File: src/rtl/mmio_responder.sv
// Memory-mapped I/O responder beside dmem: a TX FIFO, an RX holding register and a free-running
// cycle counter, read back with the same one-edge latency as dmem.
module mmio_responder #(
    parameter int unsigned       ADDR_W     = 12,
    parameter int unsigned       DATA_W     = 32,
    parameter logic [ADDR_W-1:0] MMIO_BASE  = 'hF00,
    parameter int unsigned       FIFO_DEPTH = 8
) (
    input  logic              clock,
    input  logic              reset,
    input  logic [ADDR_W-1:0] address,
    input  logic [DATA_W-1:0] data,
    input  logic              wren,
    output logic [DATA_W-1:0] q,
    output logic              sel_q,
    output logic              tx_valid,
    output logic [DATA_W-1:0] tx_data,
    input  logic              tx_ready,
    input  logic              rx_valid,
    input  logic [DATA_W-1:0] rx_data,
    output logic              rx_ready
);

    localparam int unsigned PTR_W = (FIFO_DEPTH > 1) ? $clog2(FIFO_DEPTH) : 1;
    localparam int unsigned CNT_W = $clog2(FIFO_DEPTH + 1);
    localparam logic [CNT_W-1:0] FULL_CNT = CNT_W'(FIFO_DEPTH);

    typedef enum logic [1:0] {
        REG_TXDATA = 2'd0,
        REG_STATUS = 2'd1,
        REG_CYCLE  = 2'd2,
        REG_RXDATA = 2'd3
    } reg_e;

    logic [DATA_W-1:0] mem_q [FIFO_DEPTH];
    logic [PTR_W-1:0]  wr_ptr_q, wr_ptr_d, rd_ptr_q, rd_ptr_d;
    logic [CNT_W-1:0]  count_q, count_d;
    logic              ovf_q, ovf_d;
    logic              rx_full_q, rx_full_d;
    logic [DATA_W-1:0] rx_reg_q, rx_reg_d;
    logic [DATA_W-1:0] cycle_q, cycle_d;
    logic [DATA_W-1:0] q_d;
    logic              sel_d;

    logic [ADDR_W-1:0] offset;
    logic              is_mmio, in_map, wr_en;
    logic              wr_tx, wr_status, wr_cycle, wr_rx;
    logic              tx_full, tx_empty, push, pop;
    reg_e              reg_sel;
    logic [DATA_W-1:0] status, rdata;

    always_comb begin
        offset    = address - MMIO_BASE;
        is_mmio   = (address >= MMIO_BASE);
        in_map    = is_mmio && (offset < ADDR_W'(4));
        reg_sel   = reg_e'(offset[1:0]);
        wr_en     = wren && in_map;
        wr_tx     = wr_en && (reg_sel == REG_TXDATA);
        wr_status = wr_en && (reg_sel == REG_STATUS);
        wr_cycle  = wr_en && (reg_sel == REG_CYCLE);
        wr_rx     = wr_en && (reg_sel == REG_RXDATA);

        tx_full  = (count_q == FULL_CNT);
        tx_empty = (count_q == '0);
        pop      = !tx_empty && tx_ready;
        // A push into a full FIFO still lands when the head leaves on the same edge.
        push     = wr_tx && (!tx_full || pop);

        wr_ptr_d = wr_ptr_q + PTR_W'(push);
        rd_ptr_d = rd_ptr_q + PTR_W'(pop);
        count_d  = count_q;
        case ({push, pop})
            2'b10:   count_d = count_q + CNT_W'(1);
            2'b01:   count_d = count_q - CNT_W'(1);
            default: count_d = count_q;
        endcase

        ovf_d = ovf_q;
        if (wr_status && data[6])
            ovf_d = 1'b0;
        if (wr_tx && tx_full && !pop)
            ovf_d = 1'b1;

        rx_reg_d  = rx_reg_q;
        rx_full_d = rx_full_q;
        if (rx_valid && !rx_full_q) begin
            rx_reg_d  = rx_data;
            rx_full_d = 1'b1;
        end else if (wr_rx) begin
            rx_full_d = 1'b0;
        end

        cycle_d = wr_cycle ? data : cycle_q + DATA_W'(1);

        status      = '0;
        status[7:0] = {rx_full_q, ovf_q, tx_empty, tx_full, 4'(count_q)};
        case (reg_sel)
            REG_STATUS: rdata = status;
            REG_CYCLE:  rdata = cycle_q;
            REG_RXDATA: rdata = rx_reg_q;
            default:    rdata = '0;
        endcase
        q_d   = in_map ? rdata : '0;
        sel_d = is_mmio;
    end

    always_ff @(posedge clock or posedge reset) begin
        if (reset) begin
            wr_ptr_q  <= '0;
            rd_ptr_q  <= '0;
            count_q   <= '0;
            ovf_q     <= 1'b0;
            rx_full_q <= 1'b0;
            rx_reg_q  <= '0;
            cycle_q   <= '0;
            q         <= '0;
            sel_q     <= 1'b0;
        end else begin
            wr_ptr_q  <= wr_ptr_d;
            rd_ptr_q  <= rd_ptr_d;
            count_q   <= count_d;
            ovf_q     <= ovf_d;
            rx_full_q <= rx_full_d;
            rx_reg_q  <= rx_reg_d;
            cycle_q   <= cycle_d;
            q         <= q_d;
            sel_q     <= sel_d;
        end
    end

    always_ff @(posedge clock or posedge reset) begin
        if (reset) begin
            for (int unsigned i = 0; i < FIFO_DEPTH; i++)
                mem_q[i] <= '0;
        end else if (push) begin
            mem_q[wr_ptr_q] <= data;
        end
    end

    assign tx_valid = !tx_empty;
    assign tx_data  = mem_q[rd_ptr_q];
    assign rx_ready = !rx_full_q;

endmodule

File: config.mk
export PLATFORM = sky130hd
export DESIGN_NAME = mmio_responder
export DESIGN_NICKNAME = d
export VERILOG_FILES = /design/src/rtl/mmio_responder.sv
export SDC_FILE = /design/constraint.sdc
export NUM_CORES = 1
export LEC_CHECK = 0
export CAP_MARGIN = 15
export CORE_UTILIZATION = 45
export CTS_CLUSTER_DIAMETER = 150
export CTS_CLUSTER_SIZE = 25
export DETAILED_ROUTE_END_ITERATION = 8
export SLEW_MARGIN = 20
export SYNTH_ARGS = -nofsm -noshare
export SYNTH_HDL_FRONTEND = slang
export SYNTH_SLANG_ARGS = --single-unit
File: constraint.sdc
create_clock -name clock -period 18 [get_ports clock]
set_clock_uncertainty 0.2 [all_clocks]
set_input_delay 5.4 -clock clock [delete_from_list [all_inputs] [get_ports clock]]
set_output_delay 5.4 -clock clock [all_outputs]
set_load 0.01 [all_outputs]
==> flow_summary.yaml <==
outcome:
  status: "complete, but fails checks"
  violations: "DRC"
sta:
  rsz0062_at_grt: "no"
  slew_viol_final: 0
  setup_tns_ns: 0
  finalCritPeriodShare_pct: 51.0
  hold_violations: 0
  fmax_mhz: 109
  relSlewSlack_pct: 24.8
  finalSetupViolCount: 0
  hold_slack_ns: 0.293
  max_slew.worst_pin.slew_ns: 1.13
  layout_min_cycle_time_ns: 9.17
pwr:
  power_density_nw_per_um2: 90.9
  p_sw_w: 0.000503
  peakVddDrop_mv: 0.0904
  internal-power_w: 0.00121
  power_frac_comb_pct: 17.6
  pwr-share-clk_pct: 26.2
  switching_share_pct: 29.5
  pwr-share-seq_pct: 56.2
  leakage_nw: 8.70
synth:
  syn_inst: 1115
  yosys_warnings: 0
  synth_seq_cells: 365
  synth_mux_area_share_pct: 32.9
  syn_area_um2: 16400
  synth_adder_area_share_pct: 0.611
  syn_nets: 1204
  synth_top_family_by_area: "multiplexers"
  synth.avg_cell_area_um2: 14.7
  synthSimpleGateAreaFrac_pct: 5.02
  synth_compound_area_share_pct: 1.64
  seq_area_frac_synth_pct: 55.8
  synthXorXnorAreaFrac_pct: 1.98
  ys_types: 40
route:
  drc: 30
  wl_per_cell_um: 22.2
  ant_nets: 0
  drt_iter0_markers: 531
  vias_per_cell: 5.57
  vias: 9419
  dr.pass1.iters: 8
  wl_um: 37500
global_route:
  grt_remaining_overflow: 0
  grt_first_pass_wirelength_um: 59400
  track_usage_pct: 21.0
  grt_pass1_vias: 9889
  antenna_found_initial: 0
  grt_max_degree: 136
layout:
  antennaDiodeCount: 0
  layout_common_cells: "362 x dfrtp_1, 321 x mux2_2, 146 x clkdlybuf4s50_1, 64 x mux4_2, 48 x nor2_1"
  instances_no_fill: 1692
  finalNetCount: 1319
  final_core_util_pct: 52.7
  final_common_cell: "dfrtp_1"
  synthToLayoutAreaGrowth_pct: 14.8
  drive_gt1_share_pct: 35.5
cts:
  insertion_delay_ns: 0.53
  clock-sinks: 365
  cts_resized: 0
  cts_setup_buffers: 0
  clockRootBuffer: "clkbuf_16"
  h-tree-depth: 1
  postCtsHoldBufs: 0
  path_clk_slew_ns: 0.10
  cts_made_buffers: 18
  cts_tree: "done"
  ctsLongestPathBuffers: 3
floorplan:
  dieWidth_um: 193
  dieHeight_um: 193
  row_count: 69
  initial_core_util_pct: 45.9
  fp.coreArea_um2: 35700
  io_pins: 148
  fp.dieArea_um2: 37100
critical_path:
  path_max_fanout: 35
  critPathLaunchType: "register"
  path_cells: "buf_4 > mux4_2 > mux2_2 > clkdlybuf4s50_1"
  cp-end-kind: "primary output"
  cp.required_ns: 12.40
  slowest_delay_ns: 0.90
  crit_family: "buffers and inverters"
  crit_arrival_ns: 3.57
  slowest_stage: "dfrtp_4"
  cp_num_buf_inv: 2
  worstSetupPathType: "reg -> out"
run:
  cap_violations: 0
placement:
  hpwl_um: 23000
  place_congestion: 0.812
  post-place-cells: 1670
  io_buffers: 147
min_path:
  min_path_type: "reg -> reg"
==> routing by layer <==
metal	wire length [µm]	up-vias	GRT usage (%)
met5	0	-	0
met4	431	0	3.36
met3	1460	27	2.35
met2	17300	161	33.2
met1	18300	4972	31.6
li1	-	4259	-
==> power by group through the flow <==
stage / registers, W / logic (W) / clock network [W]
floorplan: 0.000911 / 0.000261 / 0
global placement: 0.000977 / 0.000299 / 0
detailed placement: 0.000979 / 0.000303 / 0
CTS: 0.000962 / 0.000304 / 0.000469
global route: 0.000971 / 0.000330 / 0.000495
finish: 0.000959 / 0.000301 / 0.000448
==> flip-flops by register name, indices dropped and copies added, names as in the netlist <==
| signal | flops |
|---|---|
| wr_ptr_q | 3 |
| q | 32 |
| rx_reg_q | 32 |
| rd_ptr_q | 3 |
| count_q | 4 |
| mem_q | 256 |
| sel_q | 1 |
| cycle_q | 32 |
| rx_full_q | 1 |
| ovf_q | 1 |
==> cells in the mapped netlist, drive strengths merged <==
cell	number	area [µm²]
nor3	5	25.0
nor3b	1	12.5
a21oi	5	25.0
nand4	11	68.8
inv	9	33.8
mux2i	25	250
or2	2	12.5
dfrtp	365	9130
nand3	14	70.1
or4	4	33.8
xor2	16	140
o21ai	33	165
nand2b	2	12.5
mux4	64	1440
a22oi	8	60.1
o22a	1	8.76
clkbuf	32	124
buf	35	178
and2	4	25.0
nor2b	3	18.8
xnor2	21	184
and3	6	37.5
nor4	10	90.1
and4	2	17.5
nor2	50	193
mux2	328	3690
nand3b	3	22.5
ha	8	100
or4b	1	10.0
nand2	46	173
a21bo	1	10.0
==> cells by family (layout without fill, tap and decap cells) <==
| kind of cell | count (synthesis) | count (layout) |
|---|---|---|
| adders and majority gates | 8 | 8 |
| DFF | 365 | 365 |
| and+or+nand+nor | 164 | 164 |
| muxes | 417 | 417 |
| xor gates and xnor gates | 37 | 37 |
| AOI/OAI and AO/OA | 48 | 48 |
| buffers and inverters | 76 | 192 |
==> through the flow <==
stage                     total power (W)  area, µm²  worst slack (ns)
final                             0.00171      18800              8.83
after global routing              0.00180      18800              8.57
after CTS                         0.00174      18800              8.70
after detailed placement          0.00128      18300              9.30
after global placement            0.00128      18300              9.31
after floorplan                   0.00117      16400              2.27
==> path summary, 6_finish.rpt <==
path,startpoint,end,slack (ns),cells past startpoint
setup / recovery,rd_ptr_q[0],tx_data[28],8.83,4
hold / removal,mem_q[133],mem_q[133],0.29,1
setup reg to reg,count_q[1],mem_q[112],14.86,5
hold reg to reg,mem_q[133],mem_q[133],0.29,1
max in group asynchronous,reset,mem_q[10],10.77,3
min in group asynchronous,reset,mem_q[68],5.27,2
==> area by class of cell <==
type | count | area (µm²)
Timing Repair Buffer | 162 | 1600
Sequential cell | 365 | 9140
Clock buffer | 20 | 479
Clock inverter | 1 | 11.3
Multi-Input combinational cell | 674 | 6940
Inverter | 9 | 41.3
Fill cell | 3021 | 16900
Tap cell | 461 | 577
(Power assumes the default switching activity.)
